<file path="config.mk">
export PLATFORM = sky130hd
export DESIGN_NAME = instr_encoder_loader
export DESIGN_NICKNAME = d
export VERILOG_FILES = /design/src/rtl/instr_encoder_loader.sv
export SDC_FILE = /design/constraint.sdc
export NUM_CORES = 1
export LEC_CHECK = 0
export ABC_CLOCK_PERIOD_IN_PS = 2100
export BUFFER_PORTS_ARGS = -buffer_cell sky130_fd_sc_hd__buf_2
export CAP_MARGIN = 5
export CORE_MARGIN = 2
export CORE_UTILIZATION = 52
export DETAILED_ROUTE_END_ITERATION = 7
export PLACE_DENSITY = 0.79
export SLEW_MARGIN = 25
export SYNTH_ARGS = -nofsm -noshare
export SYNTH_HDL_FRONTEND = slang
export SYNTH_SLANG_ARGS = --single-unit
</file>
<file path="constraint.sdc">
create_clock -name clk -period 2.1 [get_ports clk]
set_input_delay 0.105 -clock clk [delete_from_list [all_inputs] [get_ports clk]]
set_output_delay 0.105 -clock clk [all_outputs]
set_load 0.03 [all_outputs]
</file>
<file path="src/rtl/instr_encoder_loader.sv">
// Packs LW/SW/ADDI field bundles into RV32I words and writes them one by one into
// a word-indexed instruction memory, starting at BASE_ADDR after reset.
module instr_encoder_loader #(
    parameter int                ADDR_W    = 8,
    parameter logic [ADDR_W-1:0] BASE_ADDR = '0
) (
    input  logic              clk,
    input  logic              reset,
    input  logic              in_valid,
    output logic              in_ready,
    input  logic [1:0]        in_kind,
    input  logic [4:0]        in_rd,
    input  logic [4:0]        in_rs1,
    input  logic [4:0]        in_rs2,
    input  logic [31:0]       in_imm,
    input  logic              in_last,
    output logic              mem_we,
    output logic [ADDR_W-1:0] mem_addr,
    output logic [31:0]       mem_wdata,
    output logic [ADDR_W:0]   count,
    output logic              full,
    output logic              done,
    output logic              err,
    output logic [1:0]        err_code,
    output logic [1:0]        dbg_state
);

    // Handshake: a bundle transfers on a rising edge where in_valid and in_ready are
    // both high; in_ready is low outside IDLE, so the source must hold its bundle.
    typedef enum logic [1:0] {
        S_IDLE  = 2'd0,
        S_ENC   = 2'd1,
        S_WRITE = 2'd2,
        S_FULL  = 2'd3
    } state_t;

    localparam logic [1:0]      KIND_LW   = 2'b00;
    localparam logic [1:0]      KIND_SW   = 2'b01;
    localparam logic [1:0]      KIND_ADDI = 2'b10;
    localparam logic [ADDR_W:0] DEPTH_C   = {1'b1, {ADDR_W{1'b0}}};

    state_t            state_q;
    logic              in_ready_q;
    logic              mem_we_q;
    logic [ADDR_W-1:0] mem_addr_q;
    logic [31:0]       mem_wdata_q;
    logic [ADDR_W:0]   count_q;
    logic              full_q;
    logic              done_q;
    logic              err_q;
    logic [1:0]        err_code_q;

    logic [1:0]        kind_q;
    logic [4:0]        rd_q;
    logic [4:0]        rs1_q;
    logic [4:0]        rs2_q;
    logic [31:0]       imm_q;
    logic              last_q;

    logic [31:0]       wdata_d;
    logic [ADDR_W:0]   count_d;
    logic              imm_ok;

    // A 12-bit signed immediate fits only if bits 31..11 are a pure sign extension.
    assign imm_ok  = (&imm_q[31:11]) | ~(|imm_q[31:11]);
    assign count_d = count_q + (ADDR_W+1)'(1);

    always_comb begin
        wdata_d = mem_wdata_q;
        unique case (kind_q)
            KIND_LW:   wdata_d = {imm_q[11:0], rs1_q, 3'b010, rd_q, 7'b0000011};
            KIND_SW:   wdata_d = {imm_q[11:5], rs2_q, rs1_q, 3'b010, imm_q[4:0], 7'b0100011};
            KIND_ADDI: wdata_d = {imm_q[11:0], rs1_q, 3'b000, rd_q, 7'b0010011};
            default:   wdata_d = mem_wdata_q;
        endcase
    end

    always_ff @(posedge clk) begin
        if (reset) begin
            state_q     <= S_IDLE;
            in_ready_q  <= 1'b1;
            mem_we_q    <= 1'b0;
            mem_addr_q  <= BASE_ADDR;
            mem_wdata_q <= '0;
            count_q     <= '0;
            full_q      <= 1'b0;
            done_q      <= 1'b0;
            err_q       <= 1'b0;
            err_code_q  <= 2'b00;
            kind_q      <= '0;
            rd_q        <= '0;
            rs1_q       <= '0;
            rs2_q       <= '0;
            imm_q       <= '0;
            last_q      <= 1'b0;
        end else begin
            mem_we_q <= 1'b0;
            done_q   <= 1'b0;
            unique case (state_q)
                S_IDLE: begin
                    if (in_valid && in_ready_q) begin
                        kind_q     <= in_kind;
                        rd_q       <= in_rd;
                        rs1_q      <= in_rs1;
                        rs2_q      <= in_rs2;
                        imm_q      <= in_imm;
                        last_q     <= in_last;
                        in_ready_q <= 1'b0;
                        state_q    <= S_ENC;
                    end
                end
                S_ENC: begin
                    // Illegal kind is reported ahead of a bad immediate.
                    if (kind_q == 2'b11) begin
                        err_q      <= 1'b1;
                        err_code_q <= 2'b10;
                        in_ready_q <= 1'b1;
                        state_q    <= S_IDLE;
                    end else if (!imm_ok) begin
                        err_q      <= 1'b1;
                        err_code_q <= 2'b01;
                        in_ready_q <= 1'b1;
                        state_q    <= S_IDLE;
                    end else begin
                        mem_wdata_q <= wdata_d;
                        mem_we_q    <= 1'b1;
                        state_q     <= S_WRITE;
                    end
                end
                S_WRITE: begin
                    mem_addr_q <= mem_addr_q + ADDR_W'(1);
                    count_q    <= count_d;
                    done_q     <= last_q;
                    if (count_d == DEPTH_C) begin
                        full_q  <= 1'b1;
                        state_q <= S_FULL;
                    end else begin
                        in_ready_q <= 1'b1;
                        state_q    <= S_IDLE;
                    end
                end
                S_FULL: begin
                    state_q <= S_FULL;
                end
                default: state_q <= S_IDLE;
            endcase
        end
    end

    assign in_ready  = in_ready_q;
    assign mem_we    = mem_we_q;
    assign mem_addr  = mem_addr_q;
    assign mem_wdata = mem_wdata_q;
    assign count     = count_q;
    assign full      = full_q;
    assign done      = done_q;
    assign err       = err_q;
    assign err_code  = err_code_q;
    assign dbg_state = state_q;

endmodule

</file>
==> metrics.md <==
| Metric | Value |
|---|---|
| Status | `completed` |
| First-pass DRT Iterations | `4` |
| Rel. slew slack | `a little under two thirds` |
| CP cell instances | `or4_4 -> nor3_4 -> a22oi_2 -> nor3b_4 -> buf_6 -> clkbuf_16 -> mux2i_1 -> nor2_1` |
| Mapped Area | `roughly 4200 sq um` |
| Arr. time, crit path | `roughly 2.4 ns` |
| Yosys warns | `0` |
| TritonCTS Sinks | `102` |
| Leak | `roughly 2.4 nW` |
| Worst reg2reg startpoint | `imm_q[12]$_SDFFE_PP0P_` |
| Die X | `94.20 microns` |
| Worst path required time | `2.38 ns` |
| Fill cells | `600` |
| Peak VDD IR | `between 0.0004 and 0.0005 V` |
| Cells after Synth | `around 500` |
| Final hold vios | `0` |
| Crit path launch type | `flip-flop` |
| Worst r2r dst | `mem_wdata[18]$_SDFFE_PP0P_` |
| Worst clock skew | `roughly 0.012 ns` |
| Sequential cell area fraction in the yosys report | `48.27%` |
| Clk root buf | `clkbuf_8` |
| Min Tclk post-route | `between 2 and 2.5 ns` |
| Largest net degree at the start of global routing | `51` |
| Ant diodes | `0` |
| HPWL after DPL | `about 6300 microns` |
| NumNets Final | `between 700 and 800` |
| Clock Pin Slew Worst Setup and Hold Paths | `0.10 ns` |
| Layout cells sized above 1 | `26.32%` |
| Site row count | `32` |
| CP Class | `flip-flop to flip-flop` |
| Hold Path Class | `primary input to flip-flop` |
| CTS tree | `yes` |
| Routed vias | `between 3000 and 4000` |
| Vias in the first global route | `3582` |
| Initial antenna violation count | `0` |
| Total Routed Length | `~10000 microns` |
| Hold Slack | `~0.18 ns` |
| GRT overflow | `0` |
| Pwr Density | `roughly 770 nW/um^2` |
| Average wire per standard cell | `~14 microns` |
| PortBufs | `between 100 and 150` |
| Area leader, netlist | `dfxtp_1` |
| Crit path max fanout | `9` |
| I/O pin count | `roughly 110` |
| Synthesis-stage register bit count | `approximately 100` |
| Crit. End Element | `flip-flop` |
| Global-route wire length before repair | `roughly 16000 microns` |
| DRC | `0` |
| Crit-path max cell delay | `around 0.54 ns` |
| DRT antenna net count | `0` |
| Overall routing resource usage | `23.08%` |
| Hold Path End | `mem_addr[3]$_SDFFE_PP0N_` |
| Crit path max-delay cell type | `or4_4` |
| Yosys cell types | `42` |
| Worst Path Buf+Inv | `2` |
| Worst-Skew Late Latency | `0.37 ns` |
| RSZ-0062 raised after global routing | `true` |
| Top cells by area, synth | `dfxtp_1 (48%), nand2_1 (9.6%), a21oi_1 (6.4%)` |
| Max Slew Vio Count | `0` |
| Number of cells after detailed placement | `between 600 and 700` |
| Hold Path Stages | `2` |
| DIE AREA | `around 9000 sq um` |
| Flop-to-flop setup slack | `between 0.02 and 0.03 ns` |
| Maximum clock insertion buffer count | `2` |
| Final setup viols | `0` |
| CTS H-tree depth | `3` |
| Inserted Clock Buffers | `9` |
| Via density | `a little over 5` |
| Fin util | `about 73%` |
| Layout area overhead | `34.81%` |
| Core Region | `between 7000 and 8000 sq um` |
| Initial Utilization | `about 54%` |
| DIE HEIGHT | `around 94 microns` |
| Final GP Congestion | `about 0.8` |
| CP delay by family, top | `simple AND/OR/NAND/NOR gates` |
| HP Start | `reset` |
| Final Cycle Share | `roughly 99%` |
| Drt initial violations | `around 120` |
| MaxCap Viol Count | `0` |
| Worst-margin pin slew | `0.5455 ns` |
| Worst reg2reg path depth | `8` |
| Fmax | `0.4820 GHz` |
| Final std cells w/o fill | `~750` |
| Syn avg cell area | `around 8.7 sq um` |
| Post-synth top area share | `about half` |
==> cells by family after synthesis <==
| group | share of synthesized area [%] |
|---|---|
| buffers and inverters | 5.679 |
| DFF | 48.27 |
| AOI/OAI and AO/OA | 13.90 |
| other | 0.08865 |
| xor gates and xnor gates | 3.520 |
| adders and majority gates | 3.845 |
| muxes | 4.022 |
| and+or+nand+nor | 20.67 |
==> placed cells by master (no fill, tap or decap), types with 12 or more instances in the layout <==
master / count
a21oi_1: 54
buf_2: 104
buf_4: 18
clkbuf_8: 12
dfxtp_1: 101
dlygate4sd3_1: 50
ha_1: 13
mux2i_1: 17
nand2_1: 108
nand4_1: 13
nor2_1: 46
xor2_1: 14
==> power by group <==
| part | switching (mW) | leakage (nW) | internal (mW) |
|---|---|---|---|
| Combinational | 0.576 | 1.49 | 0.411 |
| Clock | 0.665 | 0.100 | 0.538 |
| Sequential | 0.118 | 0.830 | 2.09 |
| Total | 1.36 | 2.42 | 3.04 |
==> worst max path at each step <==
stage	end	slack, ns	cells past startpoint	startpoint
6_report	mem_wdata[18]$_SDFFE_PP0P_	0.03	8	imm_q[12]$_SDFFE_PP0P_
5_1_grt	mem_wdata[28]$_SDFFE_PP0P_	-0.05	8	imm_q[12]$_SDFFE_PP0P_
4_1_cts	mem_wdata[31]$_SDFFE_PP0P_	0.007	7	imm_q[12]$_SDFFE_PP0P_
3_5_place_dp	mem_wdata[31]$_SDFFE_PP0P_	0.03	7	imm_q[12]$_SDFFE_PP0P_
3_3_place_gp	mem_wdata[16]$_SDFFE_PP0P_	0.1	7	imm_q[12]$_SDFFE_PP0P_
2_1_floorplan	in_ready$_SDFFE_PP1P_	0.03	7	count[1]$_SDFFE_PP0N_
==> cells in the mapped netlist <==
| library cell | instances |
|---|---|
| conb_1 | 1 |
| mux2i_1 | 17 |
| nor3_1 | 3 |
| nor3b_1 | 1 |
| o22ai_1 | 1 |
| nor2b_1 | 2 |
| nand2_1 | 108 |
| buf_12 | 1 |
| o21ai_0 | 3 |
| a211oi_1 | 1 |
| a21oi_1 | 54 |
| nor2_2 | 3 |
| buf_1 | 4 |
| nor4_1 | 5 |
| xor2_1 | 14 |
| dfxtp_1 | 102 |
| nor3b_2 | 1 |
| a22oi_1 | 12 |
| a21boi_0 | 1 |
| nor3_2 | 1 |
| nand4_1 | 13 |
| buf_8 | 1 |
| buf_2 | 2 |
| a211oi_2 | 11 |
| o41ai_2 | 1 |
| and3_1 | 6 |
| nor2_1 | 47 |
| xnor2_1 | 3 |
| or4_1 | 1 |
| nand3_1 | 5 |
| a221oi_1 | 1 |
| and4_1 | 1 |
| inv_1 | 7 |
| clkbuf_1 | 23 |
| buf_4 | 6 |
| or2_2 | 2 |
| a31oi_1 | 2 |
| a311oi_1 | 1 |
| buf_6 | 2 |
| or3_1 | 2 |
| o21bai_1 | 1 |
| ha_1 | 13 |
==> layer usage <==
metal | global-route usage [%] | share of wire [%] | vias up
met5 | 0 | 0 | -
met4 | 8.213 | 1.8 | 0
met3 | 6.822 | 5.4 | 18
met2 | 38.33 | 49 | 106
met1 | 28.37 | 44 | 1823
li1 | - | - | 1939
==> timing repair <==
item,CTS,global route
hold endpoints to repair,50,0
setup buffers,0,9
resized for setup,0,9
hold buffers,50,0
endpoints found under the setup margin,0,33
==> metrics by stage <==
| step | area, sq um | TNS [ns] | setup slack, ns | power [mW] |
|---|---|---|---|---|
| after floorplan | 4245 | 0 | 0.03222 | 2.845 |
| after global placement | 4827 | 0 | 0.09881 | 3.049 |
| after detailed placement | 4827 | 0 | 0.02910 | 3.081 |
| after CTS | 5523 | 0 | 0.006633 | 4.339 |
| after global routing | 5703 | -0.5744 | -0.04626 | 4.620 |
| final | 5703 | 0 | 0.02513 | 4.400 |
==> area by class of cell <==
cell class	instances	area [sq um]	area share (%)
clock buffers	13	168.9	2.962
clock inverters	3	26.28	0.4607
inverters	7	26.28	0.4607
multi-input cells	342	2008	35.21
flip-flops and latches	102	2043	35.83
well taps	102	127.6	2.238
repair buffers	179	1303	22.84
==> sequential cells by signal (all words and copies together) (netlist names) <==
signal and flops:
full 1, mem_addr 8, rd_q 5, err_code 2
rs1_q 5, rs2_q 5, done 1, mem_we 1
mem_wdata 26, err 1, last_q 1, dbg_state 2
imm_q 32, count 9, kind_q 2, in_ready 1
(Power assumes the default switching activity.)
